===== src/rtl/seq_alu_pkg.sv =====
// seq_alu shared definitions: widths, opcodes,
// flag bit positions and FSM state encoding.
package seq_alu_pkg;

    localparam int DW  = 16;
    localparam int SAW = 4;
    localparam int CW  = SAW + 1;

    localparam logic [3:0] OP_ADD = 4'd0;
    localparam logic [3:0] OP_SUB = 4'd1;
    localparam logic [3:0] OP_AND = 4'd2;
    localparam logic [3:0] OP_OR  = 4'd3;
    localparam logic [3:0] OP_XOR = 4'd4;
    localparam logic [3:0] OP_NOT = 4'd5;
    localparam logic [3:0] OP_SHL = 4'd6;
    localparam logic [3:0] OP_SHR = 4'd7;
    localparam logic [3:0] OP_ASR = 4'd8;
    localparam logic [3:0] OP_MUL = 4'd9;

    localparam int FLG_N = 3;
    localparam int FLG_Z = 2;
    localparam int FLG_C = 1;
    localparam int FLG_V = 0;

    typedef enum logic [1:0] {
        IDLE  = 2'd0,
        SHIFT = 2'd1,
        MUL   = 2'd2
    } state_e;

endpackage


===== src/rtl/seq_alu_if.sv =====
// Request/response bundle between the issue logic
// and the multi-cycle ALU.
interface seq_alu_if;
    import seq_alu_pkg::*;

    logic          start;
    logic [3:0]    op;
    logic [DW-1:0] opA;
    logic [DW-1:0] opB;
    logic          setFlags;
    logic          busy;
    logic          done;
    logic [DW-1:0] result;
    logic [3:0]    condFlag;
    logic          flagWe;

    modport master (
        output start, op, opA, opB, setFlags,
        input  busy, done, result, condFlag, flagWe
    );

    modport slave (
        input  start, op, opA, opB, setFlags,
        output busy, done, result, condFlag, flagWe
    );

endinterface


===== src/rtl/seq_alu_flag_gen.sv =====
// Builds the {N,Z,C,V} flag nibble from a finished
// result plus the carry/overflow of its producing path.
module alu_flag_gen
    import seq_alu_pkg::*;
(
    input  logic [DW-1:0] res,
    input  logic          carry,
    input  logic          ovf,
    output logic [3:0]    flags
);

    // Pack the four condition bits at their fixed positions
    always_comb begin
        flags        = 4'b0000;
        flags[FLG_N] = res[DW-1];
        flags[FLG_Z] = (res == '0);
        flags[FLG_C] = carry;
        flags[FLG_V] = ovf;
    end

endmodule


===== src/rtl/seq_alu.sv =====
// Multi-cycle execute ALU: single-cycle logic/arith,
// 1-bit/cycle shifts and a shift-add multiplier.
module seq_alu
    import seq_alu_pkg::*;
(
    input  logic     clk,
    input  logic     nreset,
    seq_alu_if.slave bus
);

    state_e          state, stateNxt;
    logic [CW-1:0]   cnt, cntNxt;
    logic [3:0]      opReg, opNxt;
    logic            sfReg, sfNxt;
    logic [DW-1:0]   wrk, wrkNxt;
    logic [2*DW-1:0] mcand, mcandNxt;
    logic [DW-1:0]   mplr, mplrNxt;
    logic [2*DW-1:0] acc, accNxt;

    logic            doneR, flagWeR;
    logic [DW-1:0]   resultR;
    logic [3:0]      condR;

    logic            fin, finLegal, finC, finV;
    logic [DW-1:0]   finRes;
    logic [3:0]      finFlags;

    logic [DW:0]     addSum, subSum;
    logic [DW-1:0]   shVal;
    logic            shOut;
    logic [2*DW-1:0] mulStep;
    logic [SAW-1:0]  amt;

    assign addSum  = {1'b0, bus.opA} + {1'b0, bus.opB};
    assign subSum  = {1'b0, bus.opA} + {1'b0, ~bus.opB} + 17'd1;
    assign mulStep = acc + (mplr[0] ? mcand : '0);
    assign amt     = bus.opB[SAW-1:0];

    // One-bit step of the latched shift op
    always_comb begin
        shVal = wrk;
        shOut = 1'b0;
        case (opReg)
            OP_SHL: begin
                shVal = {wrk[DW-2:0], 1'b0};
                shOut = wrk[DW-1];
            end
            OP_SHR: begin
                shVal = {1'b0, wrk[DW-1:1]};
                shOut = wrk[0];
            end
            OP_ASR: begin
                shVal = {wrk[DW-1], wrk[DW-1:1]};
                shOut = wrk[0];
            end
            default: ;
        endcase
    end

    // Next-state, datapath step and completion select
    always_comb begin
        stateNxt = state;
        cntNxt   = cnt;
        opNxt    = opReg;
        sfNxt    = sfReg;
        wrkNxt   = wrk;
        mcandNxt = mcand;
        mplrNxt  = mplr;
        accNxt   = acc;
        fin      = 1'b0;
        finLegal = 1'b0;
        finRes   = '0;
        finC     = 1'b0;
        finV     = 1'b0;
        unique case (state)
            IDLE: begin
                if (bus.start) begin
                    opNxt = bus.op;
                    sfNxt = bus.setFlags;
                    case (bus.op)
                        OP_ADD: begin
                            fin      = 1'b1;
                            finLegal = 1'b1;
                            finRes   = addSum[DW-1:0];
                            finC     = addSum[DW];
                            finV     = (bus.opA[DW-1] == bus.opB[DW-1])
                                    && (addSum[DW-1] != bus.opA[DW-1]);
                        end
                        OP_SUB: begin
                            fin      = 1'b1;
                            finLegal = 1'b1;
                            finRes   = subSum[DW-1:0];
                            finC     = subSum[DW];
                            finV     = (bus.opA[DW-1] != bus.opB[DW-1])
                                    && (subSum[DW-1] != bus.opA[DW-1]);
                        end
                        OP_AND, OP_OR, OP_XOR, OP_NOT: begin
                            fin      = 1'b1;
                            finLegal = 1'b1;
                            case (bus.op)
                                OP_AND:  finRes = bus.opA & bus.opB;
                                OP_OR:   finRes = bus.opA | bus.opB;
                                OP_XOR:  finRes = bus.opA ^ bus.opB;
                                default: finRes = ~bus.opA;
                            endcase
                        end
                        OP_SHL, OP_SHR, OP_ASR: begin
                            if (amt == '0) begin
                                fin      = 1'b1;
                                finLegal = 1'b1;
                                finRes   = bus.opA;
                            end else begin
                                stateNxt = SHIFT;
                                cntNxt   = {1'b0, amt};
                                wrkNxt   = bus.opA;
                            end
                        end
                        OP_MUL: begin
                            stateNxt = MUL;
                            cntNxt   = CW'(DW);
                            mcandNxt = {{DW{1'b0}}, bus.opA};
                            mplrNxt  = bus.opB;
                            accNxt   = '0;
                        end
                        default: fin = 1'b1;
                    endcase
                end
            end
            SHIFT: begin
                wrkNxt = shVal;
                cntNxt = cnt - 1'b1;
                if (cnt == CW'(1)) begin
                    stateNxt = IDLE;
                    fin      = 1'b1;
                    finLegal = 1'b1;
                    finRes   = shVal;
                    finC     = shOut;
                end
            end
            MUL: begin
                accNxt   = mulStep;
                mcandNxt = {mcand[2*DW-2:0], 1'b0};
                mplrNxt  = {1'b0, mplr[DW-1:1]};
                cntNxt   = cnt - 1'b1;
                if (cnt == CW'(1)) begin
                    stateNxt = IDLE;
                    fin      = 1'b1;
                    finLegal = 1'b1;
                    finRes   = mulStep[DW-1:0];
                    finC     = |mulStep[2*DW-1:DW];
                end
            end
            default: stateNxt = IDLE;
        endcase
    end

    alu_flag_gen uFlag (
        .res   (finRes),
        .carry (finC),
        .ovf   (finV),
        .flags (finFlags)
    );

    // FSM, operand and output registers
    always_ff @(posedge clk) begin
        if (!nreset) begin
            state   <= IDLE;
            cnt     <= '0;
            opReg   <= '0;
            sfReg   <= 1'b0;
            wrk     <= '0;
            mcand   <= '0;
            mplr    <= '0;
            acc     <= '0;
            doneR   <= 1'b0;
            flagWeR <= 1'b0;
            resultR <= '0;
            condR   <= 4'b0000;
        end else begin
            state   <= stateNxt;
            cnt     <= cntNxt;
            opReg   <= opNxt;
            sfReg   <= sfNxt;
            wrk     <= wrkNxt;
            mcand   <= mcandNxt;
            mplr    <= mplrNxt;
            acc     <= accNxt;
            doneR   <= fin;
            flagWeR <= fin && finLegal && sfNxt;
            if (fin)
                resultR <= finRes;
            if (fin && finLegal && sfNxt)
                condR <= finFlags;
        end
    end

    assign bus.busy     = (state != IDLE);
    assign bus.done     = doneR;
    assign bus.flagWe   = flagWeR;
    assign bus.result   = resultR;
    assign bus.condFlag = condR;

endmodule

===== src/flat_wrapper.sv =====
// flat-port wrapper written by rule: the top's interface ports become plain ports
module seq_alu_flat import seq_alu_pkg::*;
  (clk, nreset, bus_start, bus_op, bus_opA, bus_opB, bus_setFlags, bus_busy, bus_done, bus_result, bus_condFlag, bus_flagWe);
  seq_alu_if bus_i ();
  input  logic clk;
  input  logic nreset;
  input wire logic [$bits(bus_i.start)-1:0] bus_start;
  input wire logic [$bits(bus_i.op)-1:0] bus_op;
  input wire logic [$bits(bus_i.opA)-1:0] bus_opA;
  input wire logic [$bits(bus_i.opB)-1:0] bus_opB;
  input wire logic [$bits(bus_i.setFlags)-1:0] bus_setFlags;
  output wire logic [$bits(bus_i.busy)-1:0] bus_busy;
  output wire logic [$bits(bus_i.done)-1:0] bus_done;
  output wire logic [$bits(bus_i.result)-1:0] bus_result;
  output wire logic [$bits(bus_i.condFlag)-1:0] bus_condFlag;
  output wire logic [$bits(bus_i.flagWe)-1:0] bus_flagWe;
  assign bus_i.start = bus_start;
  assign bus_i.op = bus_op;
  assign bus_i.opA = bus_opA;
  assign bus_i.opB = bus_opB;
  assign bus_i.setFlags = bus_setFlags;
  assign bus_busy = bus_i.busy;
  assign bus_done = bus_i.done;
  assign bus_result = bus_i.result;
  assign bus_condFlag = bus_i.condFlag;
  assign bus_flagWe = bus_i.flagWe;
  seq_alu u_core (.clk(clk), .nreset(nreset), .bus(bus_i));
endmodule

===== config.mk =====
export PLATFORM = sky130hd
export DESIGN_NAME = seq_alu_flat
export DESIGN_NICKNAME = d
export VERILOG_FILES = /design/src/rtl/seq_alu_pkg.sv /design/src/rtl/seq_alu_if.sv /design/src/rtl/seq_alu_flag_gen.sv /design/src/rtl/seq_alu.sv /design/src/flat_wrapper.sv
export SDC_FILE = /design/constraint.sdc
export NUM_CORES = 1
export LEC_CHECK = 0
export BUFFER_PORTS_ARGS = -buffer_cell sky130_fd_sc_hd__buf_2
export CAP_MARGIN = 30
export CORE_ASPECT_RATIO = 1.4
export CORE_UTILIZATION = 57
export DETAILED_ROUTE_END_ITERATION = 16
export PLACE_DENSITY = 0.75
export SETUP_SLACK_MARGIN = 0.02
export SLEW_MARGIN = 20
export SYNTH_ARGS = -nofsm -noshare
export SYNTH_HDL_FRONTEND = slang
export SYNTH_SLANG_ARGS = --single-unit

===== constraint.sdc =====
create_clock -name clk -period 7.8 [get_ports clk]
set_input_delay 0.39 -clock clk [delete_from_list [all_inputs] [get_ports clk]]
set_output_delay 0.39 -clock clk [all_outputs]
set_load 0.03 [all_outputs]

==> qor.csv, run 1 <==
stage,metric,value,unit
pwr,share_comb_of_total_power,0.227,
worst_setup_path,ff2ff_path_depth,15,
clock_network,cts_hold_buffers,0,
synth,avgSynthCellArea,7.644,sq um
routing,drcViolationCount,0,
pwr,seqPwrFrac,0.358,
global_route,use_met3,0.06044,
cells_and_area,fin_nets,1563,
floorplan,die_w,119.2,um
clock_network,cts_buffer_depth,2,
timing,worstMarginPinSlew,1.070,ns
worst_setup_path,cp.arrival,4.07,ns
timing,rsz0062_at_grt,false,
cells_and_area,finalInstanceArea,0.01191,sq mm
pwr,pwr-share-clk,0.414,
global_route,grt-busiest-layer,met2,
timing,setup_viol,0,
clock_network,clock-sinks,130,
routing,dr.pass1.iters,6,
synth,synth-seq-cells,130,
timing,max_freq,0.2659,GHz
pwr,p_int,1361,uW
run,max_cap_violations,0,
global_route,met2_usage,0.5801,
placement,gp_congestion,1.025,
min_path,hp-class,in -> reg,
routing,dr_total_vias,11080,
floorplan,die-area,0.01978,sq mm
floorplan,core,0.01868,sq mm
routing,detail-route-antenna-nets,0,
routing,wl,33640,um
clock_network,numCtsBuffers,17,
worst_setup_path,path_class,reg -> reg,
routing,drt_iter0_markers,1092,
placement,port_buffers,62,
pwr,switching_power,682.2,uW
synth,async_flop_share,0,
worst_setup_path,r2r-end,u_core.bus.condFlag[1],
worst_setup_path,reg2reg_from,u_core.mplr[0],
global_route,overflow,0,
floorplan,die_h,166.0,um
floorplan,pin_count,63,
synth,syn_area,0.01095,sq mm
timing,fin_crit,3.761,ns
floorplan,initial_core_util,0.5865,
placement,dp_hpwl,24360,um
worst_setup_path,rrSetupSlack,4.04,ns
min_path,whs_path_depth,3,
pwr,power_density,171.6,mW/mm^2
routing,routed_via_density,6.560,
cells_and_area,syn_to_final_growth,8.692,%
pwr,switching_share,0.3339,
worst_setup_path,crit_fanout,25,
clock_network,cts-root-buf,clkbuf_16,
routing,wl_per_cell,19.92,um
timing,maxSlewHeadroom,0.2802,
global_route,grt_pass1_wl,53350,um
worst_setup_path,required,8.11,ns
global_route,globalRouteTotalUtil,0.3397,
synth,synth-main-ff-cell,dfxtp_1,
timing,hold_violations,0,
timing,fin_skew,0.009118,ns
synth,synth_enable_flop_cells,0,
clock_network,clkLatencyLatePin,0.43,ns
clock_network,cts-resized-gates,0,
min_path,min_to,u_core.sfReg,
clock_network,cts_htree_levels,4,
run_status,status,finished clean,
timing,final.setup.tns,0,ns
global_route,grtUsageMet1,0.3740,
synth,yosysWarnings,0,
timing,period_share,0.4822,
clock_network,cts_tree,done,
cells_and_area,antenna_cells,0,
synth,syn_nets,1564,
placement,placed_area,0.01128,sq mm
global_route,grt_max_degree,84,
clock_network,clkTransAtPathRegs,0.06,ns
global_route,grt_pass1_vias,10590,
cells_and_area,drive_above_1_share,0.1100,
worst_setup_path,worstSetupEndpointType,flop,
clock_network,cts_setup_buffers,0,
synth,yosysUniqueCellTypes,95,
synth,synth_seq_area_share,0.2376,
worst_setup_path,critPathLaunchType,flop,
pwr,ir_worst_vdd,0.0001423,V
global_route,grt_antenna_before_repair,0,
timing,maxSlewViolCount,0,
min_path,hold_start,bus_setFlags,
floorplan,num_rows,59,
pwr,power.leakage,0.004982,uW
synth,netlist_instances,1433,
critical path: stages (launching register included):
cell and delay (ns):
dfxtp_1 0.48, buf_8 0.22, and2_1 0.14, ha_1 0.17
inv_1 0.06, fa_1 0.40, nand2b_1 0.22, a21oi_1 0.31
o211ai_1 0.15, nand2_1 0.15, o21ai_0 0.15, a211o_1 0.30
a2111oi_2 0.36, nor4b_2 0.26, a41o_1 0.21, nand2_1 0.06
how the worst max path moves through the flow:
stage,slack [ns],depth (start not counted),start,to
2_1_floorplan,4.56,15,u_core.mplr[0],u_core.bus.condFlag[1]
3_3_place_gp,3.82,14,u_core.mplr[0],u_core.bus.condFlag[1]
3_5_place_dp,3.76,14,u_core.mplr[0],u_core.bus.condFlag[1]
4_1_cts,3.72,14,u_core.mplr[0],u_core.bus.condFlag[1]
5_1_grt,3.79,15,u_core.mplr[0],u_core.bus.condFlag[1]
6_report,4.04,15,u_core.mplr[0],u_core.bus.condFlag[1]
cells in the final DEF, fill, tap and decap left out, drive strengths merged, types with 11 or more instances in the layout:
master / count
a21oi: 133
a21o: 20
o211a: 20
a211oi: 29
o221ai: 17
and2: 42
nor3: 29
xor2: 18
o21a: 12
nand3: 37
nor2: 92
dfxtp: 130
o21ai: 81
ha: 88
xnor2: 19
a22oi: 33
nand4: 13
o211ai: 41
mux2i: 15
a31oi: 13
inv: 74
buf: 76
nor2b: 43
a221oi: 11
nand2b: 14
nand2: 164
a21boi: 17
clkbuf: 19
o22ai: 13
routing by layer:
layer	vias up	share of wire
met1	5277	0.37
met5	-	0
met3	123	0.063
met4	0	0.072
met2	461	0.49
li1	5218	-
logic make-up after synthesis:
family	share of synthesized area
AOI/OAI and AO/OA	0.3261
and+or+nand+nor	0.2228
buffers and inverters	0.06316
DFF	0.2376
adders and majority gates	0.1060
xor gates and xnor gates	0.02958
muxes	0.01473
stage by stage:
stage | instances | power, uW | setup slack (ns) | hold slack, ns | util
6_report | 1689 | 2043 | 4.039 | 0.2491 | 0.6375
3_3_place_gp | 1654 | 1185 | 3.816 | 0.4538 | 0.6035
2_1_floorplan | 1433 | 1061 | 4.558 | 0.4405 | -
3_5_place_dp | 1655 | 1194 | 3.761 | 0.4539 | 0.6038
5_1_grt | 1689 | 2114 | 3.789 | 0.2553 | 0.6375
4_1_cts | 1687 | 2030 | 3.725 | 0.2394 | 0.6363
cells in the mapped netlist (all sizes together) (6+ instances only):
cell type | number | area share
ha | 88 | 0.10
nor4b | 6 | 0.010
a22o | 8 | 0.0064
mux2i | 15 | 0.014
nand3 | 37 | 0.017
a31oi | 13 | 0.0074
xor2 | 18 | 0.014
o21ai | 81 | 0.038
nand2b | 14 | 0.0082
nor3 | 29 | 0.015
o22ai | 13 | 0.0080
o21bai | 7 | 0.0048
and2 | 42 | 0.024
a22oi | 33 | 0.023
dfxtp | 130 | 0.24
o221ai | 17 | 0.014
a211oi | 29 | 0.022
a21o | 20 | 0.014
nand2 | 164 | 0.056
xnor2 | 19 | 0.015
nor2b | 43 | 0.025
o211a | 20 | 0.018
inv | 70 | 0.024
a221oi | 11 | 0.0094
clkbuf | 69 | 0.024
o21a | 12 | 0.0085
nor3b | 6 | 0.0041
buf | 28 | 0.015
or3 | 6 | 0.0034
nand4 | 13 | 0.0074
nor2 | 92 | 0.032
o211ai | 41 | 0.029
a21boi | 17 | 0.012
a21oi | 133 | 0.065
power by group through the flow:
stage               clock network [uW]  logic (uW)  registers (uW)
floorplan                            0         313             748
finish                             847         465             732
global placement                     0         442             743
CTS                                849         451             730
detailed placement                   0         449             745
global route                       879         501             734
layout make-up:
| cell class | instances | area (sq um) |
|---|---|---|
| Inverter | 71 | 266.5 |
| Clock inverter | 14 | 177.7 |
| Clock buffer | 18 | 429.2 |
| Tap cell | 244 | 305.3 |
| Sequential cell | 130 | 2603 |
| Fill cell | 1713 | 6770 |
| Multi-Input combinational cell | 1135 | 7697 |
| Timing Repair Buffer | 77 | 427.9 |
flip-flops by register name, summed over array words and instances, names as in the netlist:
register             count
u_core.acc              32
u_core.wrk              16
u_core.state             2
u_core.opReg             4
u_core.bus.flagWe        1
u_core.bus.condFlag      4
u_core.bus.done          1
u_core.bus.result       16
u_core.mcand            32
u_core.sfReg             1
u_core.mplr             16
u_core.cnt               5
Note: power is estimated with default switching activity, not from simulation.
==> inputs of run 2 (changes only) <==
--- a/config.mk
+++ b/config.mk
@@ -10,7 +10,7 @@
 export CORE_ASPECT_RATIO = 1.4
 export CORE_UTILIZATION = 57
 export DETAILED_ROUTE_END_ITERATION = 16
-export PLACE_DENSITY = 0.75
+export PLACE_DENSITY = 0.78
 export SETUP_SLACK_MARGIN = 0.02
 export SLEW_MARGIN = 20
 export SYNTH_ARGS = -nofsm -noshare
==> constraint.sdc (replaced) <==
create_clock -name clk -period 3.3 [get_ports clk]
set_input_delay 0.165 -clock clk [delete_from_list [all_inputs] [get_ports clk]]
set_output_delay 0.165 -clock clk [all_outputs]
set_load 0.03 [all_outputs]
==> run 2 against run 1 <==
Compared with the run above:
- the flow now finishes with violations (setup timing)
- global-route usage is 3.5 points higher
- setup slack worse by 4.1 ns
- critical path type unchanged
- power is 150% higher
- die area stayed put
==> qor.csv, run 2 (synthesized netlist as in run 1, its figures left out) <==
stage,metric,value,unit,change
run_status,status,"complete, but fails checks",,
run_status,violations,setup timing,,
clock_network,cts-root-buf,clkbuf_16,,
cells_and_area,drive_above_1_share,0.2160,,+0.1060
timing,maxSlewHeadroom,0.4963,,+0.2161
routing,wl,37310,um,+11%
pwr,pwr-share-clk,0.421,,+0.007
floorplan,pin_count,63,,unchanged
routing,drcViolationCount,0,,unchanged
clock_network,clkLatencyLatePin,0.44,ns,about the same
routing,dr.pass1.iters,8,,+2
placement,dp_hpwl,27060,um,+11%
cells_and_area,finalInstanceArea,0.01338,sq mm,+12%
global_route,grt_pass1_vias,11670,,+10%
cells_and_area,antenna_cells,0,,unchanged
global_route,overflow,0,,unchanged
clock_network,cts_hold_buffers,0,,unchanged
timing,rsz0062_at_grt,true,,
timing,max_freq,0.2938,GHz,+10%
clock_network,clkTransAtPathRegs,0.06,ns,about the same
pwr,share_comb_of_total_power,0.237,,+0.010
cells_and_area,fin_nets,1706,,+9.1%
run,max_cap_violations,0,,unchanged
pwr,seqPwrFrac,0.342,,-0.016
clock_network,numCtsBuffers,17,,unchanged
clock_network,cts_tree,done,,
pwr,p_int,3419,uW,+150%
floorplan,initial_core_util,0.5865,,unchanged
timing,fin_skew,0.008574,ns,-0.0005446 ns
timing,fin_hold_ws,0.02411,ns,-0.2250 ns
global_route,grt_max_degree,80,,-4.8%
placement,port_buffers,62,,unchanged
routing,detail-route-antenna-nets,0,,unchanged
placement,placed_area,0.01230,sq mm,+9.1%
routing,routed_via_density,6.451,,-1.7%
floorplan,core,0.01868,sq mm,unchanged
timing,hold_violations,0,,unchanged
routing,dr_total_vias,11820,,+6.7%
clock_network,cts_htree_levels,4,,unchanged
worst_setup_path,critPathLaunchType,flop,,
global_route,grt_antenna_before_repair,1,,+1
clock_network,cts_buffer_depth,2,,unchanged
global_route,grt_pass1_wl,58950,um,+10%
floorplan,die-area,0.01978,sq mm,unchanged
cells_and_area,final_cell_mix,"nand2_1 (162), buf_4 (154), dfxtp_1 (129)",,
pwr,switching_share,0.3221,,-0.01180
pwr,design_power_total,5043,uW,+150%
timing,setup_slack,-0.1041,ns,-4.143 ns
pwr,switching_power,1624,uW,+140%
timing,period_share,1.032,,+0.5493
cells_and_area,reg.largest.list,"u_core.acc x32, u_core.mcand x32",,
worst_setup_path,required,3.62,ns,-4.49 ns
worst_setup_path,worstSetupEndpointType,flop,,
pwr,power_density,376.9,mW/mm^2,+120%
timing,setup_viol,2,,+2
pwr,ir_worst_vdd,0.0003256,V,+130%
routing,drt_iter0_markers,1031,,-5.6%
floorplan,die_w,119.2,um,unchanged
timing,fin_crit,3.404,ns,-0.3571 ns
worst_setup_path,cp.arrival,3.72,ns,-0.35 ns
routing,wl_per_cell,20.36,um,+2.2%
worst_setup_path,path_class,reg -> reg,,
pwr,power.leakage,0.005727,uW,+15%
floorplan,num_rows,59,,unchanged
cells_and_area,syn_to_final_growth,22.16,%,
timing,worstMarginPinSlew,0.7498,ns,-0.3200 ns
global_route,globalRouteTotalUtil,0.3747,,+0.03500
min_path,hp-class,in -> reg,,
floorplan,die_h,166.0,um,unchanged
placement,placed_cells,1788,,+8.0%
cells_and_area,layout_commonest_cell,nand2_1,,
placement,gp_congestion,0.9612,,-6.3%
clock_network,clock-sinks,130,,unchanged
timing,maxSlewViolCount,0,,unchanged
cells_and_area,utilization,0.7165,,+0.07898
worst_setup_path,crit_fanout,5,,-80%
cells_and_area,fin_cells,1832,,+8.5%
run 2: worst paths after layout:
kind / depth (start not counted) / to / from / slack (ns)
worst max-delay path: 14 / u_core.bus.condFlag[1] / u_core.mplr[0] / -0.10
worst min register to register: 2 / u_core.mcand[31] / u_core.mcand[31] / 0.47
worst max register to register: 14 / u_core.bus.condFlag[1] / u_core.mplr[0] / -0.10
worst min-delay path: 3 / u_core.sfReg / bus_setFlags / 0.02
run 2: final cells by class:
type / instances / area (sq um)
multi-input cells: 1135 / 8025
well taps: 244 / 305.3
inverters: 71 / 266.5
repair buffers: 220 / 1529
fillers: 1478 / 5295
clock inverters: 13 / 196.4
clock buffers: 19 / 452.9
flip-flops and latches: 130 / 2606
run 2: timing repair:
| action | in CTS | in global routing |
|---|---|---|
| setup endpoints to repair | 7 | 8 |
| resized for setup | 46 | 15 |
| setup buffers | 8 | 4 |
| pin swaps | 20 | 16 |
run 2: metal layers:
layer  wire length [um]  GRT usage
met1              13470     0.3875
met2              19070     0.6830
met3               1996    0.05185
met4               2759     0.2702
met5                 13          0
run 2: through the flow:
| step | setup TNS, ns | setup slack, ns |
|---|---|---|
| after global placement | -0.2461 | -0.2063 |
| after CTS | -0.05834 | -0.05834 |
| after floorplan | 0 | 0.05775 |
| final | -0.1792 | -0.1041 |
| after detailed placement | -0.4298 | -0.2313 |
| after global routing | -0.3625 | -0.2045 |
run 2: critical path, stage by stage, from the launching register on:
cell	delay, ns
dfxtp_4	0.39
buf_6	0.12
nand2_4	0.04
inv_2	0.07
ha_4	0.20
a211oi_4	0.32
o31ai_4	0.13
o311a_4	0.37
a211oi_4	0.40
nor3_2	0.08
a2111o_1	0.40
a2111oi_4	0.22
nor4b_4	0.30
a41o_1	0.19
nand2_1	0.05
run 2: power by group through the flow:
stage	clock (uW)	sequential, uW	combinational (uW)
after floorplan	0	1770	740
after global placement	0	1750	1150
after detailed placement	0	1750	1160
after CTS	2120	1720	1170
after global routing	2190	1730	1290
final	2120	1720	1200
